[src/rtl/uart_pkg.sv]
// Shared UART definitions: transmitter FSM states, idle line level and data width.
package uart_pkg;

  localparam int   DATA_W    = 8;
  localparam logic LINE_IDLE = 1'b1;

  typedef enum logic [2:0] {
    ST_IDLE,
    ST_START,
    ST_DATA,
    ST_PARITY,
    ST_STOP
  } tx_state_e;

  function automatic logic even_parity(input logic [DATA_W-1:0] d);
    return ^d;
  endfunction

endpackage

[src/rtl/uart_tx_fifo.sv]
// Byte FIFO feeding the UART transmitter; head byte is visible on o_rd_data while not empty.
module uart_tx_fifo
  import uart_pkg::*;
#(
  parameter int DEPTH = 4
) (
  input  logic              clk,
  input  logic              reset,
  input  logic              i_wr_en,
  input  logic [DATA_W-1:0] i_wr_data,
  input  logic              i_rd_en,
  output logic [DATA_W-1:0] o_rd_data,
  output logic              o_full,
  output logic              o_empty
);

  localparam int          AW       = (DEPTH > 1) ? $clog2(DEPTH) : 1;
  localparam logic [AW:0] FULL_CNT = (AW + 1)'(DEPTH);

  logic [DATA_W-1:0] r_mem [DEPTH];
  logic [AW-1:0]     r_wr_ptr;
  logic [AW-1:0]     r_rd_ptr;
  logic [AW:0]       r_count;
  logic              w_push;
  logic              w_pop;

  assign o_full    = (r_count == FULL_CNT);
  assign o_empty   = (r_count == '0);
  assign w_pop     = i_rd_en && !o_empty;
  // A full FIFO still takes a byte when the head leaves in the same cycle.
  assign w_push    = i_wr_en && (!o_full || w_pop);
  assign o_rd_data = r_mem[r_rd_ptr];

  // NOTE: storage is deliberately not reset; the pointers and count define validity.
  always_ff @(posedge clk) begin
    if (w_push) r_mem[r_wr_ptr] <= i_wr_data;
  end

  always_ff @(posedge clk or posedge reset) begin
    if (reset) begin
      r_wr_ptr <= '0;
      r_rd_ptr <= '0;
      r_count  <= '0;
    end else begin
      if (w_push) r_wr_ptr <= r_wr_ptr + 1'b1;
      if (w_pop)  r_rd_ptr <= r_rd_ptr + 1'b1;
      case ({w_push, w_pop})
        2'b10:   r_count <= r_count + 1'b1;
        2'b01:   r_count <= r_count - 1'b1;
        default: r_count <= r_count;
      endcase
    end
  end

endmodule

[src/rtl/uart_tx.sv]
// UART transmitter with byte FIFO: 8N1 frames, or 8E1 when UART_TX_PARITY_EN is defined.
module uart_tx
  import uart_pkg::*;
#(
  parameter int CLKS_PER_BIT = 87,
  parameter int FIFO_DEPTH   = 4
) (
  input  logic              clk,
  input  logic              reset,
  input  logic              TxEn,
  input  logic [DATA_W-1:0] TxData,
  output logic              Tx,
  output logic              TxBusy,
  output logic              TxDone,
  output logic              TxOverflow
);

  localparam int            BW        = $clog2(CLKS_PER_BIT);
  localparam logic [BW-1:0] BAUD_LAST = BW'(CLKS_PER_BIT - 1);

  tx_state_e         r_state;
  tx_state_e         w_state_nxt;
  logic [BW-1:0]     r_baud;
  logic [2:0]        r_bit;
  logic [DATA_W-1:0] r_shift;
  logic              r_tx;
  logic              r_busy;
  logic              r_done;
  logic              r_ovf;
  logic              w_tx_nxt;
  logic              w_done_nxt;
  logic              w_pop;
  logic              w_full;
  logic              w_empty;
  logic              w_bit_end;
  logic [DATA_W-1:0] w_head;
`ifdef UART_TX_PARITY_EN
  logic              r_parity;
`endif

  uart_tx_fifo #(.DEPTH(FIFO_DEPTH)) u_fifo (
    .clk       (clk),
    .reset     (reset),
    .i_wr_en   (TxEn),
    .i_wr_data (TxData),
    .i_rd_en   (w_pop),
    .o_rd_data (w_head),
    .o_full    (w_full),
    .o_empty   (w_empty)
  );

  assign w_bit_end = (r_baud == BAUD_LAST);

  // NOTE: sequential state uses non-blocking assignments so every register samples pre-edge values.
  always_ff @(posedge clk or posedge reset) begin
    if (reset) r_state <= ST_IDLE;
    else       r_state <= w_state_nxt;
  end

  // NOTE: every output of this block gets a default first, so no path can infer a latch.
  always_comb begin
    w_state_nxt = r_state;
    w_pop       = 1'b0;
    w_tx_nxt    = LINE_IDLE;
    w_done_nxt  = 1'b0;
    case (r_state)
      ST_IDLE: begin
        if (!w_empty) begin
          w_state_nxt = ST_START;
          w_pop       = 1'b1;
        end
      end
      ST_START: begin
        w_tx_nxt = 1'b0;
        if (w_bit_end) w_state_nxt = ST_DATA;
      end
      ST_DATA: begin
        w_tx_nxt = r_shift[0];
        if (w_bit_end && r_bit == 3'd7) begin
`ifdef UART_TX_PARITY_EN
          w_state_nxt = ST_PARITY;
`else
          w_state_nxt = ST_STOP;
`endif
        end
      end
      ST_PARITY: begin
`ifdef UART_TX_PARITY_EN
        w_tx_nxt = r_parity;
        if (w_bit_end) w_state_nxt = ST_STOP;
`else
        w_state_nxt = ST_IDLE;
`endif
      end
      ST_STOP: begin
        w_tx_nxt = LINE_IDLE;
        if (w_bit_end) begin
          w_done_nxt = 1'b1;
          // Chain straight into the next start bit when another byte is waiting.
          if (!w_empty) begin
            w_state_nxt = ST_START;
            w_pop       = 1'b1;
          end else begin
            w_state_nxt = ST_IDLE;
          end
        end
      end
      default: w_state_nxt = ST_IDLE;
    endcase
  end

  always_ff @(posedge clk or posedge reset) begin
    if (reset) begin
      r_baud  <= '0;
      r_bit   <= '0;
      r_shift <= '0;
    end else begin
      if (r_state == ST_IDLE || w_bit_end) r_baud <= '0;
      else                                 r_baud <= r_baud + 1'b1;
      if (w_pop)                                r_shift <= w_head;
      else if (r_state == ST_DATA && w_bit_end) r_shift <= {1'b0, r_shift[DATA_W-1:1]};
      if (r_state == ST_DATA && w_bit_end) r_bit <= r_bit + 1'b1;
    end
  end

`ifdef UART_TX_PARITY_EN
  always_ff @(posedge clk or posedge reset) begin
    if (reset)      r_parity <= 1'b0;
    else if (w_pop) r_parity <= even_parity(w_head);
  end
`endif

  // Line and status are registered, so they trail the FSM state by one clock.
  always_ff @(posedge clk or posedge reset) begin
    if (reset) begin
      r_tx   <= LINE_IDLE;
      r_busy <= 1'b0;
      r_done <= 1'b0;
      r_ovf  <= 1'b0;
    end else begin
      r_tx   <= w_tx_nxt;
      r_busy <= (r_state != ST_IDLE) || !w_empty;
      r_done <= w_done_nxt;
      r_ovf  <= TxEn && w_full && !w_pop;
    end
  end

  assign Tx         = r_tx;
  assign TxBusy     = r_busy;
  assign TxDone     = r_done;
  assign TxOverflow = r_ovf;

endmodule

[config.mk]
export PLATFORM = sky130hd
export DESIGN_NAME = uart_tx
export DESIGN_NICKNAME = d
export VERILOG_FILES = /design/src/rtl/uart_pkg.sv /design/src/rtl/uart_tx_fifo.sv /design/src/rtl/uart_tx.sv
export SDC_FILE = /design/constraint.sdc
export NUM_CORES = 1
export LEC_CHECK = 0
export ABC_AREA = 1
export CAP_MARGIN = 20
export CORE_UTILIZATION = 60
export DETAILED_ROUTE_END_ITERATION = 7
export GPL_ROUTABILITY_DRIVEN = 1
export GPL_TIMING_DRIVEN = 0
export HOLD_SLACK_MARGIN = 0.03
export PLACE_DENSITY = 0.8
export SYNTH_ARGS = -nofsm -noshare
export SYNTH_HDL_FRONTEND = slang
export SYNTH_SLANG_ARGS = --single-unit
[constraint.sdc]
create_clock -name clk -period 3.2 [get_ports clk]
set_clock_uncertainty 0.05 [all_clocks]
set_input_delay 0.8 -clock clk [delete_from_list [all_inputs] [get_ports clk]]
set_output_delay 0.8 -clock clk [all_outputs]
set_load 0.02 [all_outputs]
Word level (Yosys, flattened, before mapping) --
Memory sizes are Yosys's and may differ from the RTL's. Cells that the tools add are included.
Storage, ports and cells: input bits 11, output and inout port bits 4, logic and storage cells 66, bits in registers 32, memories kept 1, RAM bits 32
Operators by class: equal/unequal tests 12, $add $sub $neg 6, reductions and logical operators 18, muxes and demuxes 18
Memories:
- u_fifo.r_mem | words 4, bits a word 8, rd ports 1, clocked after Yosys merged registers in 0, write ports 1, RTL line uart_tx_fifo.sv:20 | logic [DATA_W-1:0] r_mem [DEPTH];
Operators with widths (number):
- $mux 8 | 2
- $mux 3 | 4
- $pmux 3 s4 | 1
- $eq 3x3->1 const B | 3
- $ne 2x2->1 const B | 4
- $add 7x1->7 const B | 1
- $eq 7x7->1 const B | 1
- $mux 1 | 7
- $mux 7 | 1
- $add 3x1->3 const B | 2
- $logic_and 1x1->1 | 6
- $logic_not 3->1 | 2
- $pmux 3 s2 | 1
- $add 2x1->2 const B | 2
- $pmux 1 s2 | 2
- $reduce_and 4->1 | 1
- $reduce_bool 2->1 | 2
- $eq 3x1->1 const B | 1
- $eq 3x2->1 const B | 1
- $logic_not 1->1 | 3
- $logic_or 1x1->1 | 3
- $reduce_bool 3->1 | 1
- $sub 3x1->3 const B | 1
- $eq 2x1->1 const B | 1
- $eq 2x2->1 const B | 1

Depth between registers and ports, before layout --
Gate-level depths: netlist (run 1).
depth in word-level cells 9, depth in mapped cells 14, depth with buffers taken out 14

Cells and area by module --
Synthesis (run 1) repeated with hierarchy kept, for this count alone.
Second synthesis, totals: cell total of the unflattened synthesis 304, area, all modules 3071.7 sq um
Modules (own cells, without submodules):
- uart_tx_fifo | seq. area each 1136.1 sq um, area an instance 1719.1 sq um, cells each 149, instances 1
- uart_tx | seq. area each 626.9 sq um, area an instance 1352.5 sq um, cells each 155, instances 1

Worst setup path after synthesis (run 1) --
OpenSTA, ideal clock, no wires.
path kind register to register, start register r_baud[0], end memory u_fifo.r_mem[0][0] (enable), period minus slack after synthesis 1.930 ns, path buffers 0, stages on the path, launching flop included 11, arrival time 1.510 ns, data required time 2.779 ns, library setup time 0.371 ns, slack 1.270 ns, cell sequence dfrtp_1 inv_1 ha_1 nand2_1 inv_2 nand3_4 nand2_1 nand2_2 nand2_2 nand2_2 nor2_1
On the way: longest elaborated chain between the ends 8
RTL lines:
- start, declared | RTL line uart_tx.sv:23 | logic [BW-1:0] r_baud;
- start signal, assigned | RTL line uart_tx.sv:119 | else r_baud <= r_baud + 1'b1;
- $eq 7x7->1 | RTL line uart_tx.sv:52 | assign w_bit_end = (r_baud == BAUD_LAST);
- $mux 1 | RTL line uart_tx.sv:97 | if (w_bit_end) begin
- $pmux 1 s2 | RTL line uart_tx.sv:66 | case (r_state)
- $logic_and 1x1->1 | RTL line uart_tx_fifo.sv:29 | assign w_pop = i_rd_en && !o_empty;
- $logic_or 1x1->1 | RTL line uart_tx_fifo.sv:31 | assign w_push = i_wr_en && (!o_full || w_pop);
- $logic_and 1x1->1 | RTL line uart_tx_fifo.sv:31
- $mux 1 | RTL line uart_tx_fifo.sv:36 | if (w_push) r_mem[r_wr_ptr] <= i_wr_data;
- $mux 1 (implied by the code) | RTL line uart_tx_fifo.sv:36
- end, declared | RTL line uart_tx_fifo.sv:20
No other way between the ends.

Worst setup path after layout (run 1) --
start register r_baud[0], end memory u_fifo.r_mem[1][1] (enable)
The elaborated chain is that of the path after synthesis.

==> results.md, run 1 <==
- The flow ran to the end, but the final reports show violations.
- The final reports fail on design-rule violations.
- Among the stages of the critical path, the cell type that occurs most often is sky130_fd_sc_hd__nand2_2.
- The post-route antenna net violation count is 0.
- The final net count is roughly 310.
- 0 antenna diodes ended up in the layout.
- The signal on the critical path passes through inv_1 > ha_1 > nand2_1 > inv_2 > nand3_4 > nand2_1 > nand2_2 > nand2_2 > nand2_2 > nor2_1.
- The worst path uses 72.12% of the clock period.
- For the finished layout, the period the worst path requires is 2308 ps.
- The routability congestion estimate from global placement is approximately 0.76.
- The register bit total from synthesis is 64.
- The number of setup buffers added after CTS is 0.
- The number of antenna violations at the first check in global routing is 0.
- Prior to clock tree synthesis, the placed netlist has a worst setup slack of between 600 and 700 ps.
- For this design the ratio of total power to cell area is roughly 610 mW/mm2.
- For the worst flop-to-flop path, the logic depth is 10.
- Clock-pin slew was measured on the worst setup and hold paths at approximately 70 ps.
- The number of buffers added by the clock tree synthesis step is 9.
- In this run the standard cell core region covers 0.004444 mm2.
- The worst-case IR drop observed on VDD is 0.3509 mV.
- The quantity of hold-fixing buffers added after cts is 0.
- The area used by multi-input combinational logic is just under 900 um2.
- The finished layout holds around 350 standard cells, fillers aside.
- Of the total synthesized cell area, the portion taken by AND, OR, NAND and NOR gates is a little under a fifth.
- The die outline height is 70.56 um.
- The number of optimization iterations in the first detailed-route pass is 8.
- The synthesized netlist cell count is roughly 270.
- The via count of the first global-routing pass is roughly 1.8k.
- The end point of the critical path is u_fifo.r_mem[1][1].
- For this design the top-level I/O count stands at 15.
- The total count of max-transition violations in the final report was 0.
- Registers take around 0.0018 mm2.
- The count of unresolved DRC violations after routing is 2.
- The largest net degree at the start of global routing is 24.
- The clock sink total is 64.
- After synthesis, the largest family of logic cells by area is simple AND/OR/NAND/NOR gates.
- For this block, the routed nets add up to approximately 4.8 mm of wire.
- The CTS tree is built.
- The endpoint of the worst-slack reg-to-reg timing path is u_fifo.r_mem[1][1].
- The maximum cell stage delay along the critical path is 620 ps.
- The post-synthesis compound-gate area fraction is 6.566%.
- Along the worst path, the maximum fanout reaches 8.
- Dividing the synthesized area by the synthesized cell count gives approximately 11 um2.
- For this run, the share of the core covered by cells in the final layout is 73.11%.
- The library cell used most frequently in the layout, excluding fill and tap cells, is sky130_fd_sc_hd__nand2_1.
- The post-cts repair resize count is 0.
- The tool flagged a number of max-cap violations equal to 0.
- Setup slack on the worst reg-to-reg path comes out at between 800 and 900 ps.
- The fraction of layout instances using a drive strength above 1 is a little over an eighth.
- The layout overhead on the synthesized area is 15.22%.
- The xor and xnor area share after synthesis is between 1 and 1.5%.
- The number of warnings reported in the yosys synthesis log is 0.
- The count of buffers added on input and output ports is 14.
- In the global route stage, overall resource usage came out at 21.98%.
- Measured against its own limit, the worst slew margin works out to between 40% and 50%.
- The number of DRC markers in iteration 0 is roughly 130.
- The worst hold path belongs to the class flip-flop to flip-flop.
- Among all stages on the critical path, the largest delay is contributed by sky130_fd_sc_hd__nor2_1.
- The number of hold violations in the final report is 0.
- The total via count after detailed routing is about 1.8k.
- The initial core utilization is a little under two thirds.
- The required arrival time at the worst endpoint is 3130 ps.
- The worst register-to-register path begins at r_baud[0].
- The first global-routing pass estimated about 8 mm of wire.
- The HPWL after detailed placement is between 3 and 4 mm.
- Setup violations remaining at the end of the flow were counted as 0.
- Measured against the total synthesized area, the mux share comes to 0%.
- The die area is 0.004979 mm2.
- For this design the static power due to leakage is 1.456 nW.
- The critical path starts at r_baud[0].
- The critical path arrival is around 2200 ps.
- Across all setup checks in the final design, the least slack found is around 900 ps.
- The worst setup path is of the flip-flop to flip-flop kind.
- The count of fill cells added during filler insertion is between 300 and 400.
- After synthesis, the netlist uses 29 different library cells.
- Summed over all failing endpoints, the final setup total negative slack is 0 ps.
- When the netlist entered floorplanning its net count stood at 288.
- The worst setup path is launched from a flip-flop.
- The routed length per instance is roughly 14 um.
- Setup repair after global routing left no endpoint under its margin.
- Summed over all layers, the global routing overflow is 0.
- The sequential element share of the synthesized area is 62.51%.
- The slew of the pin with the lowest slew margin is around 790 ps.
- The number of placed instances, taps included, is 335.
- The clock passes through at most 2 buffers.
- At the later pin of the worst-skew pair, clock insertion delay measures about 340 ps.
- The H-tree was split into 3 levels.
- The initialized floorplan defines 24 standard-cell rows.
- Summing every instance area after synthesis gives approximately 0.0028 mm2.
- The sort of element at the end of the critical path is a flip-flop.
- The per-cell via count in the routed design is about 5.2.
- The die boundary width is between 70 and 80 um.
- In the layout the commonest cells are sky130_fd_sc_hd__nand2_1, sky130_fd_sc_hd__inv_1, sky130_fd_sc_hd__edfxtp_1.
- The adder-cell share of the synthesized area is roughly 4.3%.
- The root buffer cell chosen for the clock tree is sky130_fd_sc_hd__clkbuf_8.
- The highest attainable clock frequency is roughly 430 MHz.
[power breakdown]
part / internal, mW / switching, mW
Combinational: 0.0939 / 0.179
Sequential: 0.991 / 0.0410
Clock: 0.359 / 0.324
Total: 1.44 / 0.543
[per-layer routing]
layer / track usage (%) / vias to the layer above / part of all wire, %
met5: 0 / - / 0
met3: 4.274 / 8 / 3.6
li1: - / 930 / -
met2: 34.84 / 38 / 49
met4: 12.67 / 0 / 1.2
met1: 28.80 / 863 / 46
[cell usage after synthesis (all sizes together)]
master	count	area share [%]
dfrtp	31	28
xor2	4	1.2
edfxtp	32	34
dfstp	1	0.93
fa	1	0.71
nor3	5	0.89
clkbuf	3	0.40
nand3	25	5.1
o211ai	2	0.89
inv	40	5.3
nor2	27	4.5
o22ai	3	0.67
ha	8	3.5
and3	1	0.27
a21oi	12	2.5
nand2	54	7.6
nor3b	2	0.53
buf	3	0.84
o21ai	14	2.5
[worst min path at each step]
stage | start | end | depth (start not counted)
2_1_floorplan | r_bit[1] | r_bit[1] | 2
3_5_place_dp | r_bit[2] | r_bit[2] | 2
4_1_cts | r_bit[0] | r_bit[0] | 1
6_report | r_bit[2] | r_bit[2] | 2
5_1_grt | r_bit[2] | r_bit[2] | 2
3_3_place_gp | r_bit[2] | r_bit[2] | 2
[stage by stage]
step           hold WS (ps)  area [um2]  power (mW)
5_1_grt               460.6        3249       2.087
2_1_floorplan         395.8        2820       1.234
3_5_place_dp          420.7        3053       1.327
4_1_cts               435.7        3249       1.996
3_3_place_gp          412.6        3025       1.300
6_report              429.0        3249       1.986
[worst max-delay path: cells and delay by family, from the launching register on]
family	cells	cell delay (ps)
AND/OR/NAND/NOR	7	1190
flip-flops	1	410
buffers and inverters	2	140
adder cells (fa/ha/maj)	1	130
[sequential cells by signal (all words and copies together), names as in the netlist]
register         cells
r_state              3
u_fifo.r_wr_ptr      2
u_fifo.r_rd_ptr      2
TxOverflow           1
u_fifo.r_count       3
TxDone               1
r_bit                3
r_shift              8
u_fifo.r_mem        32
TxBusy               1
r_baud               7
Tx                   1
[final cells by class]
type                       instances  area share, %
multi-input combinational        158          26.84
inverter                          40          4.621
timing repair buffer              15          5.160
clock buffer                       9          3.812
sequential                        64          54.25
clock inverter                     7          2.233
tap                               52          2.002
buffer                             6          1.078
[cells by family (layout without fill, tap and decap cells)]
group | after synthesis | in the layout
buf+inv | 46 | 77
xor+xnor | 4 | 4
flops | 64 | 64
simple gates | 114 | 114
compound gates | 31 | 31
fa+ha+maj | 9 | 9
(Power assumes the default switching activity.)
==> run 2: changes to the inputs <==
--- a/config.mk
+++ b/config.mk
@@ -7,12 +7,12 @@
 export LEC_CHECK = 0
 export ABC_AREA = 1
 export CAP_MARGIN = 20
-export CORE_UTILIZATION = 60
+export CORE_UTILIZATION = 53
 export DETAILED_ROUTE_END_ITERATION = 7
 export GPL_ROUTABILITY_DRIVEN = 1
 export GPL_TIMING_DRIVEN = 0
 export HOLD_SLACK_MARGIN = 0.03
-export PLACE_DENSITY = 0.8
+export PLACE_DENSITY = 0.75
 export SYNTH_ARGS = -nofsm -noshare
 export SYNTH_HDL_FRONTEND = slang
 export SYNTH_SLANG_ARGS = --single-unit
==> constraint.sdc (replaced) <==
create_clock -name clk -period 2 [get_ports clk]
set_clock_uncertainty 0.05 [all_clocks]
set_input_delay 0.5 -clock clk [delete_from_list [all_inputs] [get_ports clk]]
set_output_delay 0.5 -clock clk [all_outputs]
set_load 0.02 [all_outputs]
==> run 2 against run 1 <==
Net effect:
- non-clock buffer count up 7
- power grew 59%
- highest routed layer unchanged
- maximum frequency grew 25%
- routed wire length is 3.6% higher
- largest cell class unchanged
- sequential share of layout area is 1.8 points lower
- via count rose by 0.65%
- sequential power is 60% higher
- cell count is 7.1% higher
- global-route usage shrank 2.1 points
- clock power increased by 42%
- largest power group unchanged
- the flow now finishes without violations
- register-to-register slack lost 740 ps
==> results.md, run 2 (synthesis results as in run 1) <==
- Setup violations remaining at the end of the flow were counted as 0.
- The detailed router put a total of 2.223 mm of wire on met1.
- The first routing iteration left 59 violations.
- Max-cap violations in this run came to 0.
- In the global route stage, overall resource usage came out at between 10% and 20%.
- In this run, placement finished with an instance count of about 350.
- The initial core utilization is between 50 and 60%.
- The worst path uses approximately 93% of the clock period.
- Clock latency on the worst-skew pair, taken at its later pin, is 350 ps.
- The class of the tightest hold or removal check is flip-flop to flip-flop.
- The first detailed-routing pass took 4 iterations.
- The HPWL after detailed placement is ~3.3 mm.
- The initialized floorplan defines 26 standard-cell rows.
- The largest register by flop count is u_fifo.r_mem.
- The minimum clock period after layout is approximately 1900 ps.
- For the worst setup path, the data required time is between 1500 and 2000 ps.
- Setup repair after global routing left no endpoint under its margin.
- The commonest non-fill, non-tap cell in the layout is sky130_fd_sc_hd__nand2_1.
- 0 antenna diodes ended up in the layout.
- The number of levels the H-tree was split into is 3.
- In the layout the commonest cells are sky130_fd_sc_hd__nand2_1, sky130_fd_sc_hd__inv_1, sky130_fd_sc_hd__edfxtp_1.
- In this run the worst path has a maximum fanout of 8.
- The highest attainable clock frequency is 540.0 MHz.
- STA classifies the critical path startpoint as a flip-flop.
- The routability congestion estimate from global placement is between 0.7 and 0.8.
- The I/O pin count is 15.
- The maximum cell stage delay along the critical path is just under 400 ps.
- After clock tree synthesis, the clock-pin slew on the worst setup and hold paths is roughly 80 ps.
- The count of buffering cells on the critical path with inverters included is 2.
- The total count of max-transition violations in the final report is 0.
- The routed length per instance is roughly 13 um.
- The die boundary width is about 75 um.
- TritonCTS built the clock tree.
- Across all setup checks in the final design, the least slack found is 148.0 ps.
- The per-cell via count in the routed design is between 4 and 5.
- In the routed design, unresolved DRC markers number 0.
- The number of flip-flops in the largest register is 32.
- Broken down by cell family, the worst path's largest delay share belongs to simple AND/OR/NAND/NOR gates.
- The total power density per cell area is 941.4 mW/mm2.
- The detailed route wirelength on metal3 is 196 um.
- Counting along the longest clock path gives a buffer depth of 2.
- Among all stages on the critical path, the largest delay is contributed by sky130_fd_sc_hd__dfrtp_1.
- The post-layout instance count excluding filler cells is approximately 380.
- The number of hold violations in the final report is 0.
- Relative to the synthesized area, the layout overhead comes to 19.21%.
- The largest net degree at the start of global routing is 20.
- The setup slack after placement is -385.7 ps.
- Detailed routing inserted a total of ~1.9k vias.
- The worst-case vdd ir drop is about 0.64 mV.
- The worst pin sits at a relative slew slack of 58.57%.
- The area of the core region is 0.005107 mm2.
- STA classifies the critical path endpoint as a flip-flop.
- The number of antenna violations at the first check in global routing is 0.
- The area used by multi-input combinational logic is ~910 um2.
- The detail route stage leaves a number of antenna-violating nets equal to 0.
- At the pin with the least slew margin, the transition time is just over 600 ps.
- The die outline height is ~75 um.
- The signal on the critical path passes through inv_1 > ha_1 > nand2_1 > inv_2 > nand3_4 > nand2_1 > nand2_2 > nand2_2 > nand2_4 > nor2_4.
- The wire length after detailed routing is approximately 5 mm.
- The first-pass GRT wire length is 7.797 mm.
- The sequential cell area is approximately 0.0018 mm2.
- The number of buffers added by the clock tree synthesis step is 9.
- The clock net in this run drives a total of 64 sinks.
- The routed length on met2 is around 2.5 mm.
- In the final layout, the registers with the most flip-flops are u_fifo.r_mem (32), r_shift (8), r_baud (7).
- The leakage component of the power is ~1.5 nW.
- The via count of the first global-routing pass was between 1.5k and 2k.
- The floorplan step defined a die boundary enclosing about 0.0056 mm2.
- During placement, the flow inserted port buffers numbering 14.
- Global routing finished with a remaining overflow of 0.
- The final net count is between 300 and 400.
- Data on the critical path arrives at its endpoint at ~1800 ps.
- In this run the top signal layer used is met4.
- The post-route netlist has around 17% of its cells at a drive strength greater than 1.
- The flow ran to the end, and the final reports show no timing, DRC or antenna violations.
- The worst setup path category is flip-flop to flip-flop.
- The filler cells instantiated in the layout total 408.
- The cell at the root of the clock tree is sky130_fd_sc_hd__clkbuf_8.
[run 2: cell count changes in the layout (fill, tap and decap cells not counted), moves of 2 or more]
cell,change
sky130_fd_sc_hd__nor2_1,-4
sky130_fd_sc_hd__buf_4,+5
sky130_fd_sc_hd__nor2_4,+4
sky130_fd_sc_hd__buf_12,+2
[run 2: layout make-up]
| cell class | instances | area share, % |
|---|---|---|
| Timing Repair Buffer | 22 | 7.257 |
| Buffer | 6 | 1.042 |
| Multi-Input combinational cell | 158 | 27.06 |
| Clock buffer | 9 | 3.684 |
| Clock inverter | 7 | 1.451 |
| Tap cell | 70 | 2.605 |
| Inverter | 40 | 4.466 |
| Sequential cell | 64 | 52.44 |
[run 2: worst register-to-register path, stage by stage, from the launching register on]
cell and delay (ps):
sky130_fd_sc_hd__dfrtp_1 390, sky130_fd_sc_hd__inv_1 60, sky130_fd_sc_hd__ha_1 130, sky130_fd_sc_hd__nand2_1 60
sky130_fd_sc_hd__inv_2 70, sky130_fd_sc_hd__nand3_4 110, sky130_fd_sc_hd__nand2_1 90, sky130_fd_sc_hd__nand2_2 90
sky130_fd_sc_hd__nand2_2 100, sky130_fd_sc_hd__nand2_4 110, sky130_fd_sc_hd__nor2_4 280
[run 2: layer usage]
layer | GRT usage [%] | up-vias
met5 | 0 | -
met4 | 9.434 | 0
met3 | 6.426 | 7
met2 | 31.73 | 37
met1 | 24.60 | 865
li1 | - | 942
[run 2: stage by stage]
step	setup TNS, ps	util (%)	cell area, um2	total power [mW]	hold slack (ps)
after CTS	-3155	64.06	3272	3.102	437.3
after floorplan	0	-	2820	1.974	395.8
after detailed placement	-10390	60.22	3075	2.118	417.5
final	0	65.83	3362	3.165	432.3
after global routing	0	65.83	3362	3.329	460.8
after global placement	-9068	59.68	3048	2.083	410.2
[run 2: final timing paths]
kind                                start                 end  slack (ps)  cells past startpoint
worst max-delay path            r_baud[0]  u_fifo.r_mem[1][6]         150                     10
worst min-delay path             r_bit[1]            r_bit[1]         430                      2
worst max register to register  r_baud[0]  u_fifo.r_mem[1][6]         150                     10
worst min register to register   r_bit[1]            r_bit[1]         430                      2
max in group asynchronous           reset          r_shift[5]         910                      3
min in group asynchronous           reset           r_baud[2]         480                      2
[run 2: power by group]
part	total (mW)	switching, mW	internal, mW	leakage, nW
Combinational	0.544	0.334	0.210	0.732
Sequential	1.65	0.0716	1.58	0.679
Clock	0.966	0.521	0.446	0.0789
[run 2: timing repair]
item                                    CTS  global route
resized for setup                         5             6
pin swaps                                 1             4
hold buffers                              0             0
buffers inserted                          2             5
endpoints found under the setup margin   34            33
